[src/rtl/dlx_mem_pkg.sv]
// -----------------------------------------------------------------------------
// dlx_mem_pkg
// Shared definitions for the DLX multiprocessor BRAM port sharing logic.
//   N_REQ      : number of requesting cores
//   AW / DW    : BRAM address / data width (8K x 16)
//   MAX_BURST  : longest locked run one requester may hold
//   state_e    : arbiter state (ARB = free arbitration, LOCKED = owner valid)
//   beat_t     : one memory beat as issued by a fetch controller
//   idx_w()    : width of a requester index (at least one bit)
// -----------------------------------------------------------------------------
package dlx_mem_pkg;

  localparam int N_REQ     = 2;
  localparam int AW        = 13;
  localparam int DW        = 16;
  localparam int MAX_BURST = 6;

  typedef enum logic {
    ARB    = 1'b0,
    LOCKED = 1'b1
  } state_e;

  typedef struct packed {
    logic          we;
    logic [AW-1:0] addr;
    logic [DW-1:0] wdata;
  } beat_t;

  function automatic int idx_w(input int n);
    return (n > 1) ? $clog2(n) : 1;
  endfunction

endpackage

[src/rtl/bram_port_arbiter_rr_pick.sv]
// -----------------------------------------------------------------------------
// rr_pick
// Combinational rotate-priority picker. The search starts at i_ptr and wraps
// modulo N; the first set request wins.
//   i_req  : request vector
//   i_ptr  : index with highest priority this cycle
//   o_gnt  : one-hot grant (all zero when no request)
//   o_idx  : index of the winner (0 when no request)
//   o_any  : at least one request present
// -----------------------------------------------------------------------------
module rr_pick #(
  parameter int N  = 2,
  parameter int IW = 1
) (
  input  logic [N-1:0]  i_req,
  input  logic [IW-1:0] i_ptr,
  output logic [N-1:0]  o_gnt,
  output logic [IW-1:0] o_idx,
  output logic          o_any
);

  int w_j;

  always_comb begin
    o_gnt = '0;
    o_idx = '0;
    o_any = 1'b0;
    w_j   = 0;
    for (int k = 0; k < N; k++) begin
      w_j = int'(i_ptr) + k;
      if (w_j >= N) w_j = w_j - N;
      if (!o_any && i_req[w_j]) begin
        o_any      = 1'b1;
        o_gnt[w_j] = 1'b1;
        o_idx      = IW'(w_j);
      end
    end
  end

endmodule

[src/rtl/bram_port_arbiter.sv]
// -----------------------------------------------------------------------------
// bram_port_arbiter
// Shares BRAM port A between N_REQ fetch controllers. Round-robin, one beat per
// cycle, with an optional lock for back-to-back bursts of up to MAX_BURST beats.
//   i_clk / i_reset        : clock, synchronous active-high reset
//   i_req/i_lock/i_we      : per-requester beat request, keep-ownership, write
//   i_addr / i_wdata       : packed per-requester address and write data
//   o_gnt                  : one-hot combinational grant
//   o_rvalid / o_rdata     : read return, one cycle after the accepted beat
//   o_bram_*/i_bram_dout   : BRAM port A (1-cycle read latency)
//
// state  | meaning
// ARB    | free round-robin arbitration starting at r_rr_ptr
// LOCKED | only r_owner may be granted; dropping req returns to ARB
// -----------------------------------------------------------------------------
module bram_port_arbiter #(
  parameter int N_REQ     = dlx_mem_pkg::N_REQ,
  parameter int AW        = dlx_mem_pkg::AW,
  parameter int DW        = dlx_mem_pkg::DW,
  parameter int MAX_BURST = dlx_mem_pkg::MAX_BURST
) (
  input  logic                i_clk,
  input  logic                i_reset,
  input  logic [N_REQ-1:0]    i_req,
  input  logic [N_REQ-1:0]    i_lock,
  input  logic [N_REQ-1:0]    i_we,
  input  logic [N_REQ*AW-1:0] i_addr,
  input  logic [N_REQ*DW-1:0] i_wdata,
  output logic [N_REQ-1:0]    o_gnt,
  output logic [N_REQ-1:0]    o_rvalid,
  output logic [DW-1:0]       o_rdata,
  output logic                o_bram_en,
  output logic                o_bram_we,
  output logic [AW-1:0]       o_bram_addr,
  output logic [DW-1:0]       o_bram_din,
  input  logic [DW-1:0]       i_bram_dout
);

  import dlx_mem_pkg::*;

  localparam int IW = idx_w(N_REQ);
  localparam int CW = $clog2(MAX_BURST + 1);

  state_e             r_state;
  logic [IW-1:0]      r_rr_ptr;
  logic [IW-1:0]      r_owner;
  logic [CW-1:0]      r_burst_cnt;
  logic [N_REQ-1:0]   r_rvalid;
  logic [AW-1:0]      r_addr_q;
  logic [DW-1:0]      r_din_q;

  logic [N_REQ-1:0]   w_pick_gnt;
  logic [IW-1:0]      w_pick_idx;
  logic               w_pick_any;
  logic [N_REQ-1:0]   w_gnt;
  logic [IW-1:0]      w_idx;
  logic               w_accept;
  logic               w_sel_we;
  logic [AW-1:0]      w_sel_addr;
  logic [DW-1:0]      w_sel_din;
  logic               w_hold;
  logic [IW-1:0]      w_next_ptr;

  rr_pick #(.N(N_REQ), .IW(IW)) u_pick (
    .i_req (i_req),
    .i_ptr (r_rr_ptr),
    .o_gnt (w_pick_gnt),
    .o_idx (w_pick_idx),
    .o_any (w_pick_any)
  );

  // Reset blocks all grants; in LOCKED a dropped owner request idles the port
  // instead of handing the cycle to someone else.
  always_comb begin
    w_gnt = '0;
    w_idx = r_owner;
    if (!i_reset) begin
      if (r_state == ARB) begin
        w_gnt = w_pick_any ? w_pick_gnt : '0;
        w_idx = w_pick_idx;
      end else if (i_req[r_owner]) begin
        w_gnt[r_owner] = 1'b1;
      end
    end
  end

  assign w_accept   = |w_gnt;
  assign w_sel_we   = i_we[w_idx];
  assign w_sel_addr = i_addr[int'(w_idx)*AW +: AW];
  assign w_sel_din  = i_wdata[int'(w_idx)*DW +: DW];
  // Extend the lock only while the burst has room for at least one more beat.
  assign w_hold     = w_accept && i_lock[w_idx] &&
                      ((int'(r_burst_cnt) + 1) < MAX_BURST);
  assign w_next_ptr = (int'(w_idx) == N_REQ - 1) ? '0 : w_idx + IW'(1);

  assign o_gnt       = w_gnt;
  assign o_bram_en   = w_accept;
  assign o_bram_we   = w_accept & w_sel_we;
  assign o_bram_addr = w_accept ? w_sel_addr : r_addr_q;
  assign o_bram_din  = w_accept ? w_sel_din  : r_din_q;
  assign o_rvalid    = r_rvalid;
  // BRAM output is already registered; gate it so rdata is 0 when idle.
  assign o_rdata     = (|r_rvalid) ? i_bram_dout : '0;

  always_ff @(posedge i_clk) begin
    if (i_reset) begin
      r_state     <= ARB;
      r_rr_ptr    <= '0;
      r_owner     <= '0;
      r_burst_cnt <= '0;
      r_rvalid    <= '0;
      r_addr_q    <= '0;
      r_din_q     <= '0;
    end else begin
      r_rvalid <= (w_accept && !w_sel_we) ? w_gnt : '0;
      if (w_accept) begin
        r_addr_q <= w_sel_addr;
        r_din_q  <= w_sel_din;
        if (w_hold) begin
          r_state     <= LOCKED;
          r_owner     <= w_idx;
          r_burst_cnt <= r_burst_cnt + CW'(1);
        end else begin
          r_state     <= ARB;
          r_burst_cnt <= '0;
          r_rr_ptr    <= w_next_ptr;
        end
      end else if (r_state == LOCKED) begin
        r_state     <= ARB;
        r_burst_cnt <= '0;
      end
    end
  end

endmodule

[config.mk]
export PLATFORM = sky130hd
export DESIGN_NAME = bram_port_arbiter
export DESIGN_NICKNAME = d
export VERILOG_FILES = /design/src/rtl/dlx_mem_pkg.sv /design/src/rtl/bram_port_arbiter_rr_pick.sv /design/src/rtl/bram_port_arbiter.sv
export SDC_FILE = /design/constraint.sdc
export NUM_CORES = 1
export LEC_CHECK = 0
export CORE_ASPECT_RATIO = 2
export CORE_UTILIZATION = 39
export CTS_CLUSTER_DIAMETER = 80
export CTS_CLUSTER_SIZE = 16
export DETAILED_ROUTE_END_ITERATION = 6
export PLACE_DENSITY = 0.87
export SYNTH_ARGS = -nofsm -noshare
export SYNTH_HDL_FRONTEND = slang
export SYNTH_SLANG_ARGS = --single-unit
[constraint.sdc]
create_clock -name i_clk -period 3.65 [get_ports i_clk]
set_clock_uncertainty 0.1 [all_clocks]
set_input_delay 0.73 -clock i_clk [delete_from_list [all_inputs] [get_ports i_clk]]
set_output_delay 0.73 -clock i_clk [all_outputs]
set_load 0.02 [all_outputs]
==> results by group <==
Run status
  – Status: complete, no violations

Synth
  – Synth Area in XOR/XNOR: 0%
  – Sequential share of the synthesized area: 37.33%
  – Compound-Gate Fraction of Synth Area: 15.13%
  – Simple-gate share of the synthesized area: 26.04%
  – Synthesis Warnings: 0
  – Flops & latches, synth: 37
  – Syn nets: 319
  – Post-Synthesis Cells: approximately 240
  – Main combinational cell family by area after synthesis: simple AND/OR/NAND/NOR gates
  – Avg Inst Size Synth: 8.408 um^2
  – Synthesized-area fraction occupied by adder cells: less than 1%
  – Share of flip-flops with an asynchronous set or reset: 0%
  – Fraction of synthesized area in multiplexers: between 10% and 20%
  – EDFF count, synth: 0
  – Area of the mapped netlist: 1984 um^2
  – Post-synth top flop: dfxtp_1
  – Yosys cell types: 32

Setup path
  – Crit path cell chain: clkdlybuf4s50_1 > a21bo_1 > a221o_2 > buf_12 > inv_2 > clkdlybuf4s50_1
  – Top cell family by delay on the critical path: buffers and inverters
  – Worst path max stage delay: a little over 600 ps
  – Crit Path Class: primary input to output pin
  – Crit path depth: 6
  – Worst setup EP type: output pin
  – Reg2Reg Depth: 6
  – Worst path slowest cell: clkdlybuf4s50_1
  – CP most frequent cell: clkdlybuf4s50_1
  – CP Max Fanout: 17
  – Buffer and inverter count on the worst path: 4
  – Crit path DAT: 2730 ps
  – Startpoint types: primary input
  – CP required: 2820 ps

CTS
  – Post-CTS Setup Bufs: 0
  – Worst-path clk slew: about 70 ps
  – H-tree Lvls: 2
  – Clock Latency Late Sink: 290 ps
  – CTS root buffer: clkbuf_8
  – Post-CTS sizing: 30
  – CTS tree: built
  – Clock Path Buffers: 2
  – # hold bufs at CTS: 0
  – CTS buffer count: 5
  – Clock sinks: 37

STA
  – Fin. max-slew vios: 0
  – Period utilization: 97.41%
  – Final worst-path setup slack: 94.68 ps
  – Final setup viols: 0
  – Post-route minimum period: 3555 ps
  – Setup TNS: 0 ps
  – Relative slew margins: 41.81%
  – Fmax: 281.3 MHz
  – Slew @ Worst Pin: 869.7 ps
  – Final hold vios: 0
  – RSZ-0062 raised after global routing: false

Power
  – P_leak: 1.577 nW
  – Power per Cell Area: 322.0 nW/um^2
  – Worst VDD drop: between 0.2 and 0.3 mV

Placement
  – Placed inst area: 3426 um^2
  – Routability cong.: about 0.80
  – Place WS: -114.7 ps
  – IO Port Bufs: between 100 and 150
  – Post-DP HPWL: 4633 um

Detailed routing
  – Total number of vias: between 2000 and 2500
  – Routed Antenna Nets: 0
  – WL/cell: 13.61 um
  – Initial DRC count: 8
  – DRC viols: 0
  – WL final: 5811 um
  – Drt first pass iters: 4
  – Via density: 4.939

Final layout
  – Post-route cell area: 3481 um^2
  – Antenna Cells: 0
  – Most common cell after layout, fill and taps aside: clkdlybuf4s50_1
  – Most frequent cells in the layout: clkdlybuf4s50_1, nor2b_1, dfxtp_1
  – Area grow syn2layout: 75.41%
  – Share of layout cells above drive strength 1: 6.757%
  – Filler cells: 396
  – Final net count: 452

Global route
  – Vias in the first global route: about 2000
  – Number of antenna violations at the first check in global routing: 0
  – First-pass GRT wire length: 8769 um
  – Global route overflow: 0
  – GRT Total Usage: 22.22%
  – Most Used Layer, Global Route: met2
  – Met3 usage: 4.720%
  – Grt met1 use: 20.04%
  – Largest net degree at the start of global routing: 46
  – Met2 usage in global routing: between 40% and 50%

Floorplanning
  – Placement row count: 36
  – Top-level port count: 133
  – Die Y-Extent: 102.9 um
  – CORE AREA: about 5000 um^2
  – Die width: ~52 um
  – Die area: 5395 um^2
  – Starting Density: 40.79%

Min path
  – Hold WC Path Type: flip-flop to flip-flop
  – Worst Hold Depth: 2

Run
  – Max cap viols: 0
worst min-delay path: cells and delay by family, from the launching register on:
kind | cells | cell delay [ps]
flops | 1 | 330
simple gates | 1 | 60
compound gates | 1 | 50
state kept, by name, summed over array words and instances, names as in the netlist:
signal / flops
o_rvalid: 2
r_addr_q: 13
r_burst_cnt: 3
r_din_q: 16
r_owner: 1
r_rr_ptr: 1
r_state: 1
where the power goes:
| group | internal [W] | total [W] | leakage, nW | switching, W |
|---|---|---|---|---|
| Clock | 0.000132 | 0.000278 | 0.0439 | 0.000146 |
| Sequential | 0.000430 | 0.000442 | 0.303 | 0.0000113 |
| Combinational | 0.000212 | 0.000401 | 1.23 | 0.000190 |
| Total | 0.000774 | 0.00112 | 1.58 | 0.000347 |
logic make-up (layout without fill, tap and decap cells):
logic type,Yosys count,in the layout
muxes,32,32
DFF,37,37
adders and majority gates,1,1
AOI/OAI and AO/OA,46,46
and+or+nand+nor,100,100
buffers and inverters,20,154
area by class of cell:
type / instances / area [um^2] / area share (%)
Timing Repair Buffer: 142 / 1409 / 40.47
Multi-Input combinational cell: 179 / 1159 / 33.29
Clock inverter: 3 / 17.52 / 0.5032
Sequential cell: 37 / 740.7 / 21.28
Inverter: 4 / 15.01 / 0.4313
Clock buffer: 5 / 68.82 / 1.977
Tap cell: 57 / 71.32 / 2.049
through the flow:
stage	hold slack (ps)	std cells	power (W)	util, %
2_1_floorplan	358.0	236	0.0006526	-
3_3_place_gp	379.9	419	0.0008726	70.42
3_5_place_dp	390.1	419	0.0008793	70.42
4_1_cts	400.4	427	0.001133	71.42
5_1_grt	432.2	427	0.001183	71.55
6_report	392.5	427	0.001121	71.55
cells in the mapped netlist, types with 2 or more instances:
| cell type | number | area (um^2) |
|---|---|---|
| nor3_1 | 2 | 10.01 |
| a221o_1 | 2 | 20.02 |
| nor2b_1 | 48 | 300.3 |
| nand2_1 | 33 | 123.9 |
| inv_1 | 3 | 11.26 |
| nand3_1 | 2 | 10.01 |
| o21ai_1 | 26 | 130.1 |
| and3_1 | 2 | 12.51 |
| clkbuf_1 | 11 | 41.29 |
| dfxtp_1 | 37 | 740.7 |
| a21oi_1 | 3 | 15.01 |
| and2_1 | 2 | 12.51 |
| nor2_1 | 9 | 33.78 |
| buf_4 | 2 | 15.01 |
| buf_2 | 2 | 10.01 |
| o21ai_0 | 6 | 30.03 |
| mux2i_1 | 31 | 310.3 |
worst paths after layout:
kind	startpoint	endpoint	slack, ps
setup reg to reg	r_state	r_rr_ptr	1330
setup / recovery	i_req[0]	o_bram_en	90
hold / removal	r_burst_cnt[0]	r_burst_cnt[0]	390
hold reg to reg	r_burst_cnt[0]	r_burst_cnt[0]	390
layer usage:
metal | vias up | part of all wire [%]
met5 | - | 0
met4 | 0 | 3.3
met3 | 14 | 6.9
met2 | 93 | 58
met1 | 940 | 32
li1 | 1062 | -
Note: power is estimated with default switching activity, not from simulation.
